`config.mk`:
```
export PLATFORM = sky130hd
export DESIGN_NAME = cdb_arbiter
export DESIGN_NICKNAME = d
export VERILOG_FILES = /design/src/rtl/cdb_arbiter_pkg.sv /design/src/rtl/cdb_arbiter_rr_picker.sv /design/src/rtl/cdb_arbiter.sv
export SDC_FILE = /design/constraint.sdc
export NUM_CORES = 1
export LEC_CHECK = 0
export BUFFER_PORTS_ARGS = -buffer_cell sky130_fd_sc_hd__buf_2
export CAP_MARGIN = 20
export CORE_ASPECT_RATIO = 0.5
export CORE_MARGIN = 5
export CORE_UTILIZATION = 56
export CTS_CLUSTER_DIAMETER = 80
export DETAILED_ROUTE_END_ITERATION = 6
export PLACE_DENSITY_LB_ADDON = 0.05
export SKIP_LAST_GASP = 1
export SYNTH_ARGS = -nofsm -noshare
export SYNTH_HDL_FRONTEND = slang
export SYNTH_SLANG_ARGS = --single-unit
export TNS_END_PERCENT = 100
```
`constraint.sdc`:
```
create_clock -name clock -period 14.86 [get_ports clock]
set_input_delay 0.743 -clock clock [delete_from_list [all_inputs] [get_ports clock]]
set_output_delay 0.743 -clock clock [all_outputs]
set_load 0.1 [all_outputs]
```
`src/rtl/cdb_arbiter_pkg.sv`:
```
// Shared completion-bus types: EX_IC_PACKET, FU count and FU index names.
// Used by the CDB arbiter and its request picker.
package cdb_arbiter_pkg;

    localparam int FU_COUNT  = 4;
    localparam int XLEN      = 32;
    localparam int TAG_W     = 6;
    localparam int ROB_IDX_W = 5;

    typedef enum logic [1:0] {
        FU_ALU  = 2'd0,
        FU_MULT = 2'd1,
        FU_LOAD = 2'd2,
        FU_BR   = 2'd3
    } fu_idx_e;

    typedef struct packed {
        logic                 valid;
        logic [TAG_W-1:0]     dest_tag;
        logic [ROB_IDX_W-1:0] rob_idx;
        logic [XLEN-1:0]      result;
        logic [XLEN-1:0]      rs2_value;
        logic                 take_branch;
    } EX_IC_PACKET;

endpackage

```
`src/rtl/cdb_arbiter_rr_picker.sv`:
```
// Combinational grant picker: round-robin from ptr, or fixed
// lowest-index priority when CDB_ARB_FIXED_PRIO_EN is defined.
module cdb_arbiter_rr_picker
    import cdb_arbiter_pkg::*;
#(
    parameter int NUM_FU   = FU_COUNT,
    parameter int FU_IDX_W = $clog2(NUM_FU)
) (
    input  logic [NUM_FU-1:0]   req,
    input  logic [FU_IDX_W-1:0] ptr,
    output logic [NUM_FU-1:0]   gnt,
    output logic [FU_IDX_W-1:0] idx,
    output logic                any
);

    logic [FU_IDX_W-1:0] cand;

    // Scan candidates in priority order; first requester wins.
    always_comb begin
        gnt  = '0;
        idx  = '0;
        any  = 1'b0;
        cand = '0;
        for (int k = 0; k < NUM_FU; k++) begin
`ifdef CDB_ARB_FIXED_PRIO_EN
            cand = FU_IDX_W'(k);
`else
            cand = FU_IDX_W'((int'(ptr) + k) % NUM_FU);
`endif
            if (!any && req[cand]) begin
                any       = 1'b1;
                gnt[cand] = 1'b1;
                idx       = cand;
            end
        end
    end

endmodule

```
`src/rtl/cdb_arbiter.sv`:
```
// CDB arbiter: one holding register per FU, one grant per cycle into ex_ic_reg.
// Build option: CDB_ARB_FIXED_PRIO_EN selects fixed priority instead of round-robin.
module cdb_arbiter
    import cdb_arbiter_pkg::*;
#(
    parameter int NUM_FU   = FU_COUNT,
    parameter int FU_IDX_W = $clog2(NUM_FU)
) (
    input  logic                       clock,
    input  logic                       reset,
    input  logic                       squash,
    input  logic        [NUM_FU-1:0]   fu_valid,
    input  EX_IC_PACKET [NUM_FU-1:0]   fu_packet,
    output logic        [NUM_FU-1:0]   fu_ready,
    output EX_IC_PACKET                ex_ic_reg,
    output logic        [FU_IDX_W-1:0] grant_idx
);

    logic        [NUM_FU-1:0]   hold_valid;
    EX_IC_PACKET [NUM_FU-1:0]   hold_pkt;
    logic        [FU_IDX_W-1:0] rr_ptr;
    logic        [NUM_FU-1:0]   gnt;
    logic        [FU_IDX_W-1:0] win_idx;
    logic                       win_any;
    logic        [NUM_FU-1:0]   accept;
    EX_IC_PACKET                win_pkt;

    cdb_arbiter_rr_picker #(
        .NUM_FU   (NUM_FU),
        .FU_IDX_W (FU_IDX_W)
    ) u_picker (
        .req (hold_valid),
        .ptr (rr_ptr),
        .gnt (gnt),
        .idx (win_idx),
        .any (win_any)
    );

    // An FU may hand over when its slot is empty or draining this cycle.
    assign fu_ready = {NUM_FU{!squash}} & (~hold_valid | gnt);
    assign accept   = fu_valid & fu_ready;

    // Winner packet, marked valid for the complete stage.
    always_comb begin
        win_pkt       = hold_pkt[win_idx];
        win_pkt.valid = 1'b1;
    end

    // Occupancy: a granted slot empties unless refilled in the same cycle.
    always_ff @(posedge clock) begin
        if (reset || squash) begin
            hold_valid <= '0;
        end else begin
            hold_valid <= accept | (hold_valid & ~gnt);
        end
    end

    // Payload capture; held data only changes on a new accept.
    always_ff @(posedge clock) begin
        for (int i = 0; i < NUM_FU; i++) begin
            if (accept[i]) begin
                hold_pkt[i] <= fu_packet[i];
            end
        end
    end

    // Register the winner; a squash discards this cycle's grant.
    always_ff @(posedge clock) begin
        if (reset) begin
            ex_ic_reg <= '0;
            grant_idx <= '0;
        end else if (squash) begin
            ex_ic_reg.valid <= 1'b0;
        end else if (win_any) begin
            ex_ic_reg <= win_pkt;
            grant_idx <= win_idx;
        end else begin
            ex_ic_reg.valid <= 1'b0;
        end
    end

`ifdef CDB_ARB_FIXED_PRIO_EN
    assign rr_ptr = '0;
`else
    // Rotate priority to just past the last winner.
    always_ff @(posedge clock) begin
        if (reset) begin
            rr_ptr <= '0;
        end else if (!squash && win_any) begin
            rr_ptr <= (win_idx == FU_IDX_W'(NUM_FU - 1)) ? '0 : win_idx + 1'b1;
        end
    end
`endif

endmodule

```
==> results of run 1 <==
==> report_power, final <==
part	leakage, uW	internal [uW]	total, uW	switching [uW]
sequential	0.00353	1240	1260	21.9
clock	0.000530	484	854	370
combinational	0.00267	107	377	270
==> area by class of cell <==
class	count	share of cell area, %
Timing Repair Buffer	400	11.6
Antenna cell	16	0.229
Clock buffer	50	5.68
Tap cell	344	2.46
Inverter	3	0.0643
Clock inverter	10	0.458
Sequential cell	389	61.9
Multi-Input combinational cell	380	17.6
==> cells in the mapped netlist (2+ instances only) <==
cell type / instances
mux4_2: 3
a222oi_1: 3
a21oi_1: 4
clkbuf_4: 6
buf_2: 6
and2_1: 5
nand2b_1: 3
nor2_1: 12
buf_8: 7
inv_1: 3
mux2i_1: 155
clkbuf_1: 25
edfxtp_1: 304
nand2_1: 78
nor3_1: 6
o221ai_1: 76
buf_4: 3
o21ai_0: 5
a31oi_1: 6
nand3b_1: 2
dfxtp_1: 85
ha_1: 7
a22o_1: 2
==> worst paths after layout <==
| kind | end | depth (start not counted) |
|---|---|---|
| setup / recovery | fu_ready[0] | 7 |
| hold / removal | hold_pkt[68] | 1 |
| setup reg to reg | hold_pkt[281] | 8 |
| hold reg to reg | ex_ic_reg[58] | 2 |
==> logic make-up (layout without fill, tap and decap cells) <==
kind of cell / Yosys count / count (layout) / synth area share, %
flops: 389 / 389 / 76.2
mux: 158 / 158 / 11.4
simple gates: 112 / 112 / 3.41
compound gates: 102 / 102 / 5.96
buf+inv: 52 / 463 / 2.33
fa+ha+maj: 7 / 7 / 0.616
xor+xnor: 1 / 1 / 0.0617
other cells: 0 / 16 / 0
==> cell usage in the layout (no fill, tap or decap), drive strengths merged, types with 2 or more instances in the layout <==
master | netlist | routed
inv | 3 | 5
edfxtp | 304 | 304
mux4 | 3 | 3
mux2i | 155 | 155
dfxtp | 85 | 85
a31oi | 6 | 6
nand2 | 78 | 78
buf | 18 | 400
and2 | 5 | 5
diode | 0 | 16
nor2 | 12 | 12
a22o | 2 | 2
o221ai | 76 | 76
a222oi | 3 | 3
nand2b | 4 | 4
nand3b | 2 | 2
clkbuf | 31 | 50
a21oi | 4 | 4
clkinv | 0 | 7
nor3 | 6 | 6
ha | 7 | 7
o21ai | 5 | 5
==> layer usage <==
metal	wire length, um	track usage (%)
met3	2350	6.08
met5	80	0
met2	18500	41.1
met1	13900	29.5
met4	871	7.83
==> through the flow <==
step,util [%],setup WS [ns],hold WS [ns],std cells,power (uW)
floorplan,-,8.48,0.508,821,1570
global placement,65.3,10.39,0.439,1516,1650
detailed placement,65.3,10.26,0.445,1516,1660
CTS,69.6,10.19,0.377,1576,2510
global route,69.7,9.87,0.375,1588,2580
finish,69.8,10.18,0.402,1592,2490
==> critical path, cell delays in order, from the launching register on <==
cell and delay [ns]:
dfxtp_1 0.73, inv_1 0.24, ha_1 0.51, mux4_2 0.58, nor3b_1 0.43, a222oi_1 0.20
a31oi_1 0.27, buf_2 0.48
==> summary.txt, run 1 <==
Timing
  – Setup TNS: 0 ns
  – Final Hold Viols: 0
  – Final setup fails: 0
  – Slew Limit Headroom: 25.9%
  – Clock Skews: 0.0167 ns
  – Slew @ Worst Pin: 1.11 ns
  – Fin crit share: 31.5%
  – Unrepaired setup endpoints after global routing: no
  – Fmax: 214 MHz
  – Tmin final: 4.68 ns
  – Slew Limit Fails: 0

Logic synthesis
  – Synthesized area per cell: 17.3 sq um
  – Syn nets: 1,143
  – Yosys top cell area share: 64.2%
  – Cells after synthesis: 821
  – Main synth FF type: edfxtp_1
  – Share of flip-flops with an asynchronous set or reset: 0%
  – Synth unique cells: 38
  – Synth top area cells: edfxtp_1 (64%), dfxtp_1 (12%), mux2i_1 (11%)
  – Seq/Total Area, Yosys: 76.2%
  – Yosys reg bits: 389
  – Synth area leader: edfxtp_1
  – Cell Area, Synth: 14,200 sq um
  – Synth warnings: 0
  – Post-synth EDFFs: 304

Critical path
  – Critical Path RT: 14.12 ns
  – Crit. Startpoint: rr_ptr[0]
  – Crit. End Element: output port
  – Setup crit start kind: register
  – Crit path kind: register to output port
  – CP arrival: 3.94 ns
  – Worst R2R Start: rr_ptr[0]
  – R2r setup slk: 10.24 ns
  – Critical path peak fanout: 16

Status
  – Outcome: complete, no violations

Final layout
  – Max reg flops: 304
  – Area occupied by multi-input gates: 3080 sq um
  – Share of cells above drive strength 1: 37.4%
  – FILL cells: 1,702
  – Nets: 1,531
  – Area delta synth->final: 23.2%
  – Final instance area: 17,500 sq um
  – Reg area: 10,800 sq um

Global route
  – Initial antenna violation count: 16
  – Global-route wire length before repair: 51,800 um
  – GRT Overall Usage: 23.6%
  – Gr ovfl total: 0
  – Largest net degree at the start of global routing: 118
  – Vias in the first global route: 8,996

Pwr
  – VDD IR max: 0.104 mV
  – Pwr per Cell Area: 142 nW/um^2
  – P_leak: 0.00673 uW

Detailed routing
  – Routed Antenna Nets: 0
  – Via density: 5.43
  – Drt initial violations: 641
  – Vias: 8,640
  – Routed WL per cell: 22.5 um
  – DRC Markers: 0
  – First-pass iteration count of the detailed router: 5
  – Total routed wirelength: 35,700 um

Placed design
  – Post-DP Area: 16,400 sq um
  – PortBufs: 393
  – GPL Wtd Cong: 0.852
  – Post-DP HPWL: 23,400 um

Floorplanning
  – FP Rows: 41
  – Core area: 25,100 sq um
  – Ports: 398
  – Die area: 28,900 sq um
  – Die W: 235 um
  – Starting Density: 56.6%
  – Die height: 123 um

CTS
  – Clk slew on worst S/H paths: 0.07 ns
  – Post-CTS Repair Setup Buffers: 0
  – TritonCTS clock tree: built
  – CTS Hold Buffers Added: 0
  – TritonCTS Buffers: 35
  – Resize count post-CTS: 0
  – Clk Latency, worst-skew pair: 0.51 ns
  – CTS max path bufs: 3
  – CTS sink cnt: 389
  – Clk Tree Root Cell: clkbuf_16
  – H-tree depth: 2

Worst hold path
  – Hold Path Class: primary input to register
  – HP Start: fu_packet[68]

Flow run
  – MaxCap Viol Count: 0
No activity file was read; power rests on OpenSTA's default activity.
==> run 2, diff against run 1 <==
Settings changed: CORE_UTILIZATION 56 to 47.
Clock period 14.86 ns to 4.1 ns, I/O delays scaled along.
==> run 2 against run 1 <==
Net effect:
- sequential power increased to 3.6 times the previous value
- largest power group unchanged
- routed wire length grew 16%
- setup slack lost 9.9 ns
- first-iteration DRC count shrank 19%
- count of clock-buffer cells in the layout is 2 higher
- final cell count grew 23%
==> summary.txt, run 2 (synthesized netlist as in run 1, its figures left out) <==
Status
  – Outcome: complete, no violations

CTS
  – Resize count post-CTS: 0 (unchanged)
  – TritonCTS Buffers: 35 (unchanged)
  – Clk Tree Root Cell: clkbuf_16
  – TritonCTS clock tree: built
  – Clk Latency, worst-skew pair: 0.51 ns (about the same)
  – Post-CTS Repair Setup Buffers: 0 (unchanged)
  – CTS sink cnt: 389 (unchanged)
  – Clk slew on worst S/H paths: 0.07 ns (about the same)
  – H-tree depth: 2 (unchanged)
  – CTS max path bufs: 3 (unchanged)

Floorplanning
  – Starting Density: 47.3% (-9.4 points)
  – Ports: 398 (unchanged)
  – Die area: 34,000 sq um (+18%)
  – FP Rows: 45 (+9.8%)
  – Die height: 133 um (+8.4%)
  – Die W: 256 um (+8.8%)
  – Core area: 30,100 sq um (+20%)

Detailed routing
  – First-pass iteration count of the detailed router: 5 (unchanged)
  – Via density: 5.15 (-5.2%)
  – DRC Markers: 0 (unchanged)
  – Routed Antenna Nets: 0 (unchanged)
  – Drt initial violations: 518 (-19%)
  – Vias: 10,100 (+17%)
  – Total routed wirelength: 41,300 um (+16%)
  – Routed WL per cell: 21.1 um (-6.2%)

Timing
  – Fin crit share: 92.2%
  – Final setup fails: 0 (unchanged)
  – Slew Limit Headroom: 53.3% (+27 points)
  – Final WS setup: 0.319 ns (-9.86 ns)
  – Unrepaired setup endpoints after global routing: no
  – Fmax: 264 MHz
  – Setup TNS: 0 ns (unchanged)
  – Clock Skews: 0.0116 ns (-0.00515 ns)
  – Final Hold Viols: 0 (unchanged)
  – Hold Slack: 0.123 ns (-0.279 ns)
  – Tmin final: 3.78 ns
  – Slew @ Worst Pin: 0.701 ns (-0.411 ns)
  – Slew Limit Fails: 0 (unchanged)

Placed design
  – GPL Wtd Cong: 0.797 (-6.5%)
  – Post-DP HPWL: 24,800 um (+6.1%)
  – Post-Place Setup Slack: 0.633 ns (-9.63 ns)
  – PortBufs: 393 (unchanged)

Critical path
  – Crit path kind: register to output port
  – Critical path peak fanout: 8 (-8)
  – Setup crit start kind: register
  – Worst R2R Start: rr_ptr[1]
  – R2r setup slk: 0.56 ns (-9.68 ns)
  – RR Endpoint: hold_pkt[59]
  – Critical Path RT: 3.89 ns (-10.23 ns)
  – CP arrival: 3.58 ns (-0.36 ns)
  – Register-to-Register Path Depth: 8 (unchanged)
  – Crit. End Element: output port

Pwr
  – P_leak: 0.00820 uW (+22%)
  – Pwr per Cell Area: 454 nW/um^2 (+220%)
  – VDD IR max: 0.330 mV (+220%)

Global route
  – Initial antenna violation count: 6 (-10)
  – GRT Overall Usage: 23.9% (+0.26 points)
  – Global-route wire length before repair: 63,000 um (+22%)
  – Vias in the first global route: 11,200 (+24%)
  – Gr ovfl total: 0 (unchanged)
  – Largest net degree at the start of global routing: 71 (-40%)

Final layout
  – Max reg flops: 304 (unchanged)
  – Share of cells above drive strength 1: 31.0% (-6.4 points)
  – Nets: 1,854 (+21%)
  – Most common cell after layout, fill and taps aside: buf_2
  – Most frequent cells in the layout: buf_2 (393), dlygate4sd3_1 (309), edfxtp_1 (304)
  – Area delta synth->final: 48.2%

Worst hold path
  – Hold Path Class: primary input to register
  – Hold-critical path depth: 2 (+1)
  – HP Start: squash
  – Hold Path Sink: hold_valid[0]

Flow run
  – MaxCap Viol Count: 0 (unchanged)
==> run 2: repair_timing <==
item / in CTS / in global routing
endpoints found under the setup margin: 0 / 0
endpoints found under the hold margin: 310 / 0
hold buffers: 309 / 0
==> run 2: critical path: stages, from the launching register on <==
cell and delay (ns):
dfxtp_1 0.49, inv_1 0.16, ha_1 0.48, mux4_2 0.58, nor3b_1 0.43, a222oi_1 0.23, a31oi_4 0.25, buf_2 0.45
==> run 2: area by class of cell <==
type | count | area, sq um
inverters | 3 | 11.3
diodes | 7 | 17.5
clock inverters | 10 | 130
flip-flops and latches | 389 | 10800
clock buffers | 52 | 1020
well taps | 399 | 499
multi-input cells | 380 | 3140
fillers | 2040 | 9010
repair buffers | 723 | 5410
==> run 2: stage by stage <==
stage	utilization, %	area, sq um	total power (uW)	instances
finish	70.0	21100	9550	1963
global route	70.0	21100	9900	1962
CTS	70.0	21000	9620	1956
detailed placement	55.9	16800	6070	1585
global placement	55.9	16800	6050	1585
floorplan	-	14300	5680	821
==> run 2: worst max path at each step <==
stage / startpoint / endpoint / slack [ns] / cells past startpoint
floorplan: rr_ptr[0] / hold_pkt[154] / 0.04 / 10
global placement: rr_ptr[1] / hold_pkt[46] / 0.71 / 8
detailed placement: rr_ptr[1] / hold_pkt[43] / 0.63 / 8
CTS: rr_ptr[1] / fu_ready[0] / 0.33 / 7
global route: rr_ptr[1] / fu_ready[3] / 0.12 / 7
finish: rr_ptr[1] / fu_ready[2] / 0.32 / 7
==> run 2: where the power goes <==
group | total (uW) | switching (uW) | internal [uW] | leakage, uW
combinational | 1680 | 1060 | 617 | 0.00410
clock | 3310 | 1400 | 1920 | 0.000564
sequential | 4560 | 77.1 | 4480 | 0.00353
total | 9550 | 2540 | 7020 | 0.00820
==> run 2: per-layer routing <==
metal  vias to the layer above  GRT usage [%]  wire (um)
li1                       4661              -          -
met5                         -              0          0
met2                       341           43.2      21900
met3                       118           5.23       2110
met4                         0           9.61       1570
met1                      4983           27.9      15700
==> run 3, diff against run 2 <==
Settings changed: BUFFER_PORTS_ARGS -buffer_cell sky130_fd_sc_hd__buf_2 to -buffer_cell sky130_fd_sc_hd__buf_4.
==> run 3 against run 2 <==
Net effect:
- routed wire length grew 0.83%
- critical path depth grew 2
- via count grew 0.21%
- count of clock-buffer cells in the layout is the same
- maximum frequency grew 2.6%
- clock skew grew 0.0062 ns
- flip-flop and latch count is the same
- total power is essentially flat
- largest cell class unchanged
- largest power group unchanged
==> summary.txt, run 3 (synthesized netlist as in run 1, its figures left out) <==
Final layout
  – Share of cells above drive strength 1: 30.6% (-0.40 points)
  – Post-layout util: 73.1% (+3.1 points)
  – Max reg flops: 304 (unchanged)
  – Nets: 1,857 (+0.16%)
  – Most frequent cells in the layout: buf_4 (401), dlygate4sd3_1 (310), edfxtp_1 (304)
  – Most common cell after layout, fill and taps aside: buf_4
  – Area delta synth->final: 54.7%

Status
  – Outcome: complete, no violations

Detailed routing
  – Via density: 5.15 (about the same)
  – Routed Antenna Nets: 0 (unchanged)
  – First-pass iteration count of the detailed router: 5 (unchanged)
  – Total routed wirelength: 41,700 um (+0.83%)
  – Routed WL per cell: 21.2 um (+0.63%)
  – Drt initial violations: 564 (+8.9%)
  – Vias: 10,100 (+0.21%)
  – DRC Markers: 0 (unchanged)

CTS
  – CTS sink cnt: 389 (unchanged)
  – Post-CTS Repair Setup Buffers: 0 (unchanged)
  – H-tree depth: 2 (unchanged)
  – TritonCTS clock tree: built
  – Clk Tree Root Cell: clkbuf_16
  – CTS max path bufs: 3 (unchanged)
  – Resize count post-CTS: 0 (unchanged)
  – TritonCTS Buffers: 35 (unchanged)
  – Clk slew on worst S/H paths: 0.07 ns (about the same)
  – Clk Latency, worst-skew pair: 0.53 ns (+0.02 ns)

Timing
  – Slew Limit Headroom: 55.3% (+2.0 points)
  – Fin crit share: 89.9% (-2.4 points)
  – Tmin final: 3.68 ns (-0.0970 ns)
  – Fmax: 271 MHz (+2.6%)
  – Slew Limit Fails: 0 (unchanged)
  – Clock Skews: 0.0177 ns (+0.00617 ns)
  – Final WS setup: 0.416 ns (+0.0970 ns)
  – Slew @ Worst Pin: 0.666 ns (-0.0349 ns)
  – Final setup fails: 0 (unchanged)
  – Unrepaired setup endpoints after global routing: no
  – Final Hold Viols: 0 (unchanged)
  – Hold Slack: 0.386 ns (+0.263 ns)
  – Setup TNS: 0 ns (unchanged)

Critical path
  – RR Endpoint: hold_pkt[120]
  – Register-to-Register Path Depth: 10 (+2)
  – Critical Path RT: 3.89 ns (about the same)
  – Crit. End Element: output port
  – Crit path kind: register to output port
  – Crit-path most repeated cell: buf_4
  – Slowest cell on the critical path: mux4_2
  – CP arrival: 3.48 ns (-0.10 ns)
  – Critical path peak fanout: 8 (unchanged)
  – Worst R2R Start: rr_ptr[1]
  – Setup crit start kind: register
  – Slowest stage delay, CP: 0.59 ns (about the same)
  – Crit-path cells: inv_1, ha_1, mux4_2, nor2b_1, a22o_1, a2111oi_1, buf_4, nor2_4, buf_4
  – R2r setup slk: 0.66 ns (+0.10 ns)

Floorplanning
  – Core area: 30,100 sq um (unchanged)
  – Ports: 398 (unchanged)
  – Die height: 133 um (unchanged)
  – FP Rows: 45 (unchanged)
  – Starting Density: 47.3% (unchanged)
  – Die W: 256 um (unchanged)
  – Die area: 34,000 sq um (unchanged)

Pwr
  – VDD IR max: 0.340 mV (+3.1%)
  – P_leak: 0.00845 uW (+3.0%)
  – Pwr per Cell Area: 435 nW/um^2 (-4.2%)

Worst hold path
  – HP Start: fu_packet[93]
  – Hold Path Sink: hold_pkt[93]
  – Hold Path Class: primary input to register
  – Hold-critical path depth: 2 (unchanged)

Global route
  – Initial antenna violation count: 6 (unchanged)
  – GRT Overall Usage: 24.0% (+0.14 points)
  – Gr ovfl total: 0 (unchanged)
  – Vias in the first global route: 11,200 (+0.58%)
  – Global-route wire length before repair: 63,600 um (+0.93%)
  – Largest net degree at the start of global routing: 47 (-34%)

Flow run
  – MaxCap Viol Count: 0 (unchanged)

Placed design
  – GPL Wtd Cong: 0.790 (-0.85%)
  – PortBufs: 393 (unchanged)
  – Post-Place Setup Slack: 0.743 ns (+0.109 ns)
  – Post-DP HPWL: 25,500 um (+2.8%)
## run 3: worst max-delay path, delay by kind of cell, from the launching register on
family	cells	cell delay (ns)
buffers and inverters	3	0.58
muxes	1	0.59
AOI/OAI and AO/OA	2	0.62
and+or+nand+nor	2	0.23
adders and majority gates	1	0.46
DFF	1	0.47
## run 3: per-layer routing
metal | global-route usage [%] | vias up | wire length [um]
met3 | 4.35 | 79 | 1920
met5 | 0 | - | 0
met4 | 8.71 | 0 | 1200
met1 | 29.1 | 5056 | 16500
met2 | 43.4 | 321 | 22100
li1 | - | 4668 | -
## run 3: stage by stage
step / instance area [sq um] / instances / total power [uW]
CTS: 22000 / 1960 / 9590
floorplan: 14300 / 821 / 5680
global route: 22000 / 1966 / 9870
detailed placement: 17800 / 1587 / 6210
finish: 22000 / 1967 / 9560
global placement: 17800 / 1587 / 6190
## run 3: worst max-delay path by stage
stage / slack [ns] / cells past startpoint / from / to
after floorplan: 0.04 / 10 / rr_ptr[0] / hold_pkt[154]
after CTS: 0.41 / 9 / rr_ptr[1] / fu_ready[1]
final: 0.42 / 9 / rr_ptr[1] / fu_ready[1]
after detailed placement: 0.74 / 10 / rr_ptr[1] / hold_pkt[123]
after global placement: 0.74 / 10 / rr_ptr[1] / hold_pkt[123]
after global routing: 0.27 / 9 / rr_ptr[1] / fu_ready[1]
## run 3: report_power, final
group | internal, uW | switching [uW] | total, uW
Clock | 1730 | 1430 | 3160
Sequential | 4480 | 83.1 | 4570
Combinational | 748 | 1080 | 1820
Total | 6960 | 2590 | 9560
## run 3: layout make-up
type	instances	area, sq um
well taps	399	499
diodes	7	17.5
flip-flops and latches	389	10800
clock inverters	11	90.1
fillers	1902	8080
repair buffers	726	6410
multi-input cells	380	3140
inverters	3	11.3
clock buffers	52	981
## run 3: what timing repair did
item,4_1_cts,5_1_grt
hold endpoints to repair,312,0
hold buffers,310,0
setup endpoints to repair,0,0
